**src/rtl/lsu_ram_master.sv**
```systemverilog
// Load/store unit between the core memory stage and a word-wide, synchronous-read
// data RAM. Turns RV32I byte/half/word loads and stores into RAM cycles. Loads get
// lane extraction and sign/zero extension. Sub-word stores use read-modify-write.
// Misaligned accesses and undefined funct3 values complete with a fault.
module lsu_ram_master #(
  parameter int unsigned ADDRWIDTH = 6,
  parameter int unsigned DATAWIDTH = 32
) (
  input  logic                 iClk,
  input  logic                 iRst_n,
  input  logic                 iReq,
  input  logic                 iWE,
  input  logic [2:0]           iFunct3,
  input  logic [31:0]          iAddr,
  input  logic [31:0]          iWData,
  output logic                 oBusy,
  output logic                 oDone,
  output logic                 oFault,
  output logic [DATAWIDTH-1:0] oRData,
  output logic                 oRamWR,
  output logic [ADDRWIDTH-1:0] oRamAddress,
  output logic [DATAWIDTH-1:0] oRamWriteData,
  input  logic [DATAWIDTH-1:0] iRamReadData
);

  localparam logic [2:0] F3_B  = 3'b000;
  localparam logic [2:0] F3_H  = 3'b001;
  localparam logic [2:0] F3_W  = 3'b010;
  localparam logic [2:0] F3_BU = 3'b100;
  localparam logic [2:0] F3_HU = 3'b101;

  typedef enum logic [2:0] {
    S_IDLE,
    S_RD,
    S_EXT,
    S_MRG,
    S_WR,
    S_ERR
  } state_t;

  state_t               state;
  logic                 req_we;
  logic [2:0]           req_f3;
  logic [ADDRWIDTH+1:0] req_addr;
  logic [31:0]          req_wdata;

  logic                 req_illegal;
  logic [31:0]          load_result;
  logic [31:0]          merged_word;
  logic [7:0]           byte_lane;
  logic [15:0]          half_lane;

  // Address bits above the RAM range are intentionally discarded (accesses wrap).
  logic unused_addr_bits;
  assign unused_addr_bits = ^iAddr[31:ADDRWIDTH+2];

  // Legality of the incoming request: alignment plus defined funct3 for the direction.
  always_comb begin
    req_illegal = 1'b0;
    case (iFunct3)
      F3_B:    req_illegal = 1'b0;
      F3_H:    req_illegal = iAddr[0];
      F3_W:    req_illegal = |iAddr[1:0];
      F3_BU:   req_illegal = iWE;
      F3_HU:   req_illegal = iWE | iAddr[0];
      default: req_illegal = 1'b1;
    endcase
  end

  // Load path: pick the addressed byte/half lane and extend it into a full word.
  always_comb begin
    byte_lane   = 8'h00;
    half_lane   = 16'h0000;
    load_result = iRamReadData[31:0];
    case (req_addr[1:0])
      2'd0:    byte_lane = iRamReadData[7:0];
      2'd1:    byte_lane = iRamReadData[15:8];
      2'd2:    byte_lane = iRamReadData[23:16];
      default: byte_lane = iRamReadData[31:24];
    endcase
    half_lane = req_addr[1] ? iRamReadData[31:16] : iRamReadData[15:0];
    case (req_f3)
      F3_B:    load_result = {{24{byte_lane[7]}}, byte_lane};
      F3_H:    load_result = {{16{half_lane[15]}}, half_lane};
      F3_BU:   load_result = {24'h000000, byte_lane};
      F3_HU:   load_result = {16'h0000, half_lane};
      default: load_result = iRamReadData[31:0];
    endcase
  end

  // Sub-word store path: splice the new byte/half into the word just read back.
  always_comb begin
    merged_word = iRamReadData[31:0];
    if (req_f3 == F3_H) begin
      if (req_addr[1]) merged_word[31:16] = req_wdata[15:0];
      else             merged_word[15:0]  = req_wdata[15:0];
    end else begin
      case (req_addr[1:0])
        2'd0:    merged_word[7:0]   = req_wdata[7:0];
        2'd1:    merged_word[15:8]  = req_wdata[7:0];
        2'd2:    merged_word[23:16] = req_wdata[7:0];
        default: merged_word[31:24] = req_wdata[7:0];
      endcase
    end
  end

  // RAM-side strobes are decoded from state so an async reset drops a write at once.
  always_comb begin
    oBusy         = (state != S_IDLE);
    oRamWR        = (state == S_MRG) || (state == S_WR);
    oRamAddress   = req_addr[ADDRWIDTH+1:2];
    oRamWriteData = '0;
    if (state == S_WR)       oRamWriteData = req_wdata;
    else if (state == S_MRG) oRamWriteData = merged_word;
  end

  // Access sequencer: request capture, RAM cycle ordering and registered completion.
  always_ff @(posedge iClk or negedge iRst_n) begin
    if (!iRst_n) begin
      state     <= S_IDLE;
      req_we    <= 1'b0;
      req_f3    <= '0;
      req_addr  <= '0;
      req_wdata <= '0;
      oDone     <= 1'b0;
      oFault    <= 1'b0;
      oRData    <= '0;
    end else begin
      oDone <= 1'b0;
      case (state)
        S_IDLE: begin
          if (iReq) begin
            req_we    <= iWE;
            req_f3    <= iFunct3;
            req_addr  <= iAddr[ADDRWIDTH+1:0];
            req_wdata <= iWData;
            if (req_illegal)              state <= S_ERR;
            else if (iWE && iFunct3 == F3_W) state <= S_WR;
            else                          state <= S_RD;
          end
        end
        S_RD: begin
          state <= req_we ? S_MRG : S_EXT;
        end
        S_EXT: begin
          oRData <= load_result;
          oDone  <= 1'b1;
          oFault <= 1'b0;
          state  <= S_IDLE;
        end
        S_MRG, S_WR: begin
          oDone  <= 1'b1;
          oFault <= 1'b0;
          state  <= S_IDLE;
        end
        S_ERR: begin
          oDone  <= 1'b1;
          oFault <= 1'b1;
          state  <= S_IDLE;
        end
        default: begin
          state <= S_IDLE;
        end
      endcase
    end
  end

endmodule

```
**config.mk**
```make
export PLATFORM = sky130hd
export DESIGN_NAME = lsu_ram_master
export DESIGN_NICKNAME = d
export VERILOG_FILES = /design/src/rtl/lsu_ram_master.sv
export SDC_FILE = /design/constraint.sdc
export NUM_CORES = 1
export LEC_CHECK = 0
export ABC_AREA = 1
export BUFFER_PORTS_ARGS = -buffer_cell sky130_fd_sc_hd__buf_2
export CAP_MARGIN = 0
export CORE_MARGIN = 2
export CORE_UTILIZATION = 36
export CTS_BUF_LIST = sky130_fd_sc_hd__clkbuf_8
export CTS_CLUSTER_DIAMETER = 60
export DETAILED_ROUTE_END_ITERATION = 6
export HOLD_SLACK_MARGIN = 0.08
export PLACE_DENSITY_LB_ADDON = 0.05
export SETUP_SLACK_MARGIN = 0.4
export SLEW_MARGIN = 10
export SYNTH_ARGS = -nofsm -noshare
export SYNTH_HDL_FRONTEND = slang
export SYNTH_SLANG_ARGS = --single-unit
```
**constraint.sdc**
```tcl
create_clock -name iClk -period 2.3 [get_ports iClk]
set_input_delay 0.46 -clock iClk [delete_from_list [all_inputs] [get_ports iClk]]
set_output_delay 0.46 -clock iClk [all_outputs]
set_load 0.1 [all_outputs]
```
Yosys cells after proc, flatten, opt, wreduce, memory -nomap -nowiden
Index checks and enable logic that the tools add are counted.

storage, ports and cells
  register bits = 81
  output and inout bits = 74

cells by class
  equality and inequality tests = 15
  multiplexer cells = 20
  bitwise gates (word level) = 1
  reduce and logical (&&, ||, !) cells = 13

operators by type and width
  kind                  count
  $pmux W32 S4          1
  $mux W32              3
  $mux W16              3
  $mux W8               4
  $pmux W8 S3           1
  $eq A3 B3 Y1 const B  6
  $eq A3 B1 Y1 const B  3
  $eq A3 B2 Y1 const B  3
  $logic_not A3 Y1      3
  $mux W3               3
  $pmux W3 S2           1
  $reduce_or A3 Y1      2
  $pmux W1 S5           1
  $reduce_or A4 Y1      1
  $reduce_bool A3 Y1    1
  $eq A2 B1 Y1 const B  1
  $eq A2 B2 Y1 const B  1
  $logic_not A2 Y1      1
  $mux W1               2
  $ne A2 B2 Y1 const B  1
  $pmux W1 S2           1
  $reduce_and A2 Y1     1
  $reduce_bool A2 Y1    1
  $reduce_or A2 Y1      1
  3 further kinds       3

Logic depth before layout (Yosys ltp)
  depth in word-level cells = 6
  mapped depth = 9

Least setup slack after synthesis
No wires, ideal clock.

  path type = reg-to-output
  start = register state[1]
  end = output oRamWriteData[10]
  data arrival time = 2.996 ns
  required time = 1.840 ns
  slack = -1.156 ns
  stages on the path, launching flop included = 5
  cells stage by stage = dfrtp_1 -> nor2_1 -> nand2_1 -> clkbuf_1 -> o21ai_0

between the ends
  longest elaborated chain between the ends = 3
  elaborated cells between the ends (all ways) = 4
  those cells by class = 2 x eq/ne; 2 x mux

RTL lines
  item                    RTL line  source
  start, declared         41        state_t state;
  start signal, assigned  143       state <= req_we ? S_MRG : S_EXT;
  $eq A3 B2 Y1            114       else if (state == S_MRG) oRamWriteData = merged_word;
  $mux W32                114
  $mux W32 *              113       if (state == S_WR) oRamWriteData = req_wdata;
  end, declared           22        output logic [DATAWIDTH-1:0] oRamWriteData,

Every way passes the cells marked *; elsewhere a longest branch is shown, timed or not.

Final worst setup path
  start = register req_addr[1]
  end = output oRamWriteData[26]

between the ends
  longest elaborated chain between the ends = 6
  elaborated cells between the ends (all ways) = 9
  those cells by class = 2 x eq/ne; 5 x mux; 2 x reduce/logical

RTL lines
  item                                  RTL line  source
  start, declared                       44        logic [ADDRWIDTH+1:0] req_addr;
  start signal, assigned                135       req_addr <= iAddr[ADDRWIDTH+1:0];
  $eq A2 B2 Y1 (tied with other cells)  98        case (req_addr[1:0])
  $reduce_or A3 Y1 (no line)            -
  $mux W8                               98
  $mux W32 *                            94        if (req_f3 == F3_H) begin
  $mux W32 *                            114
  $mux W32 *                            113

Marked as above.

==> qor.yml <==
status: "complete, but fails checks"
violations: "DRC, setup timing"
grt_overflow: 0
nFillCells: 1351
dpl_worst_slack_ps: 165
clock_tree.buffer_depth: 2
setup_viol: 15
synth_cells: 766
min_path_cells: 3
dp.final_hpwl_um: 13800
hold_violations: 0
antenna_found_initial: 0
fin_area_um2: 7980
place_area_um2: 6860
path_class: "reg2out"
path_delay_family: "flip-flops"
clk_pin_slew_worst_paths_ps: 90
reg2reg_to: "oRData[17]"
globalplace.congestion: 0.847
finalCriticalPeriod_ps: 2360
grt_pass1_wl_um: 30000
crit_end: "oRamWriteData[26]"
cp.buffers_inverters: 3
io_buffer_count: 152
via_per_inst: 5.32
die_area_um2: 15300
critPathCaptureType: "output port"
firstDrtPassIters: 7
synth_area_per_cell_um2: 6.75
setup_ws_ps: -58.4
die_w_um: 124
ys_seq_area_frac: 0.392
critPathLaunch: "req_addr[1]"
r2r-start: "req_addr[1]"
relSlewSlack: 0.626
std_cell_rows: 43
diodes: 0
clk-insertion-delay-late_ps: 370
synth_nets: 869
hold_slack_ps: 268
path_max_fanout: 6
stdcell_count: 1125
cp.arrival_ps: 1900
numCtsBuffers: 9
totalWireLength_um: 20500
drv_slew: 0
fmax_mhz: 424
r2r_cells: 8
crit_path_cell_trace: "buf_12, nand2_8, buf_6, nand2_1, o21ai_1, o21ai_2, nand2_4, buf_12"
max_cap_viol_count: 0
synth_cell_type_count: 24
critPathRequiredTime_ps: 1840
ys_warn_count: 0
rsz0062_at_grt: "true"
cts_tree: "done"
period_share: 1.03
start_kind: "register"
clock_skew_ps: 11.2
drc: 1
worst-path-stages: 8
clock-root-buffer: "clkbuf_8"
dpl.cell_count: 1068
hold_path_class: "in2reg"
area_delta_synth_final_pct: 54.3
fp.dieH_um: 124
synth-seq-cells: 81
nets: 1043
initialDrtViolationCount: 628
cts.htree.levels: 3
worst_pin_slew_ps: 561
initial_utilization: 0.371
vias: 5984
rrSetupSlack_ps: 440
critPathMostFrequentCell: "buf_12"
netlist_area_um2: 5170
final_common_cell: "nand2_1"
grt_use_total: 0.263
crit_slowest_cell: "dfrtp_2"
drive_above_1_share: 0.393
io_pins: 177
wl_per_cell_um: 18.2
postRouteAntennaNets: 0
grt_max_degree: 43
cts_num_sinks: 81
final_cell_mix: "nand2_1, buf_2, dfrtp_1, o21ai_0, inv_1"
first_global_vias: 5646
crit_path_max_incr_delay_ps: 490
core_area_um2: 13900
==> cells by family after synthesis <==
group | synth area share
compound gates | 0.209
buf+inv | 0.0973
flops | 0.392
simple gates | 0.301
==> worst min-delay path by stage <==
stage,slack [ps],endpoint,from
global placement,460,req_addr[3],req_addr[3]
CTS,260,req_addr[2],iAddr[2]
floorplan,160,oDone,iRst_n
detailed placement,460,oRData[2],oRData[2]
global route,270,req_addr[2],iAddr[2]
finish,270,req_addr[2],iAddr[2]
==> repair_timing <==
action                     in CTS  in global routing
pin swaps                      18                 42
hold buffers                    1                  0
gates cloned                    4                  7
resized for setup              80                 93
buffers inserted               23                  6
setup endpoints to repair      34                 41
hold endpoints to repair        6                  0
==> cells in the mapped netlist <==
library cell,count,area (um2)
nand2_1,289,1080
o21ai_0,118,591
dfrtp_1,81,2030
inv_1,53,199
a21oi_1,48,240
nand3_1,42,210
o211ai_1,31,233
buf_2,24,120
clkbuf_1,20,75.1
or2_2,16,100
nor2_1,12,45.0
buf_4,8,60.1
nand2_2,4,25.0
nand3_2,4,40.0
buf_6,3,33.8
inv_2,3,11.3
nor3_1,2,10.0
o21ai_1,2,10.0
a21oi_2,1,8.76
clkinv_1,1,3.75
nand3_4,1,17.5
nor2_2,1,6.26
nor2_4,1,11.3
or2_1,1,6.26
==> layout make-up <==
cell class	count	area, um2	area share
Inverter	57	251	0.0315
Timing Repair inverter	1	7.51	0.000941
Clock inverter	7	63.8	0.00800
Sequential cell	81	2030	0.255
Clock buffer	9	124	0.0155
Multi-Input combinational cell	576	3290	0.413
Timing Repair Buffer	214	1980	0.248
Tap cell	180	225	0.0282
==> stage by stage <==
step	util	TNS, ps
6_report	0.572	-303
5_1_grt	0.572	-2200
4_1_cts	0.543	-101
3_5_place_dp	0.493	0
3_3_place_gp	0.493	0
2_1_floorplan	-	0
==> worst register-to-register path, stage by stage, from the launching register on <==
cell and delay, ps:
dfrtp_2 490, buf_12 180, nand2_8 90, buf_4 170, or2_1 360, nand3_4 250
nand3_1 120, nand2_1 80, inv_1 30
==> sequential cells by signal, summed over array words and instances, names as in the netlist <==
name       cells
oDone          1
oRData        32
req_addr       8
state          3
req_we         1
oFault         1
req_f3         3
req_wdata     32
==> routing by layer <==
layer,routed length (um),GRT usage,up-vias
met5,0,0,-
met4,557,0.109,0
met3,1490,0.0504,38
met2,9640,0.418,275
met1,8780,0.351,2824
li1,-,-,2847
Power is left out: the tool's default activity adds up to more than one toggle a clock period on the data nets, which glitch-free logic cannot reach.
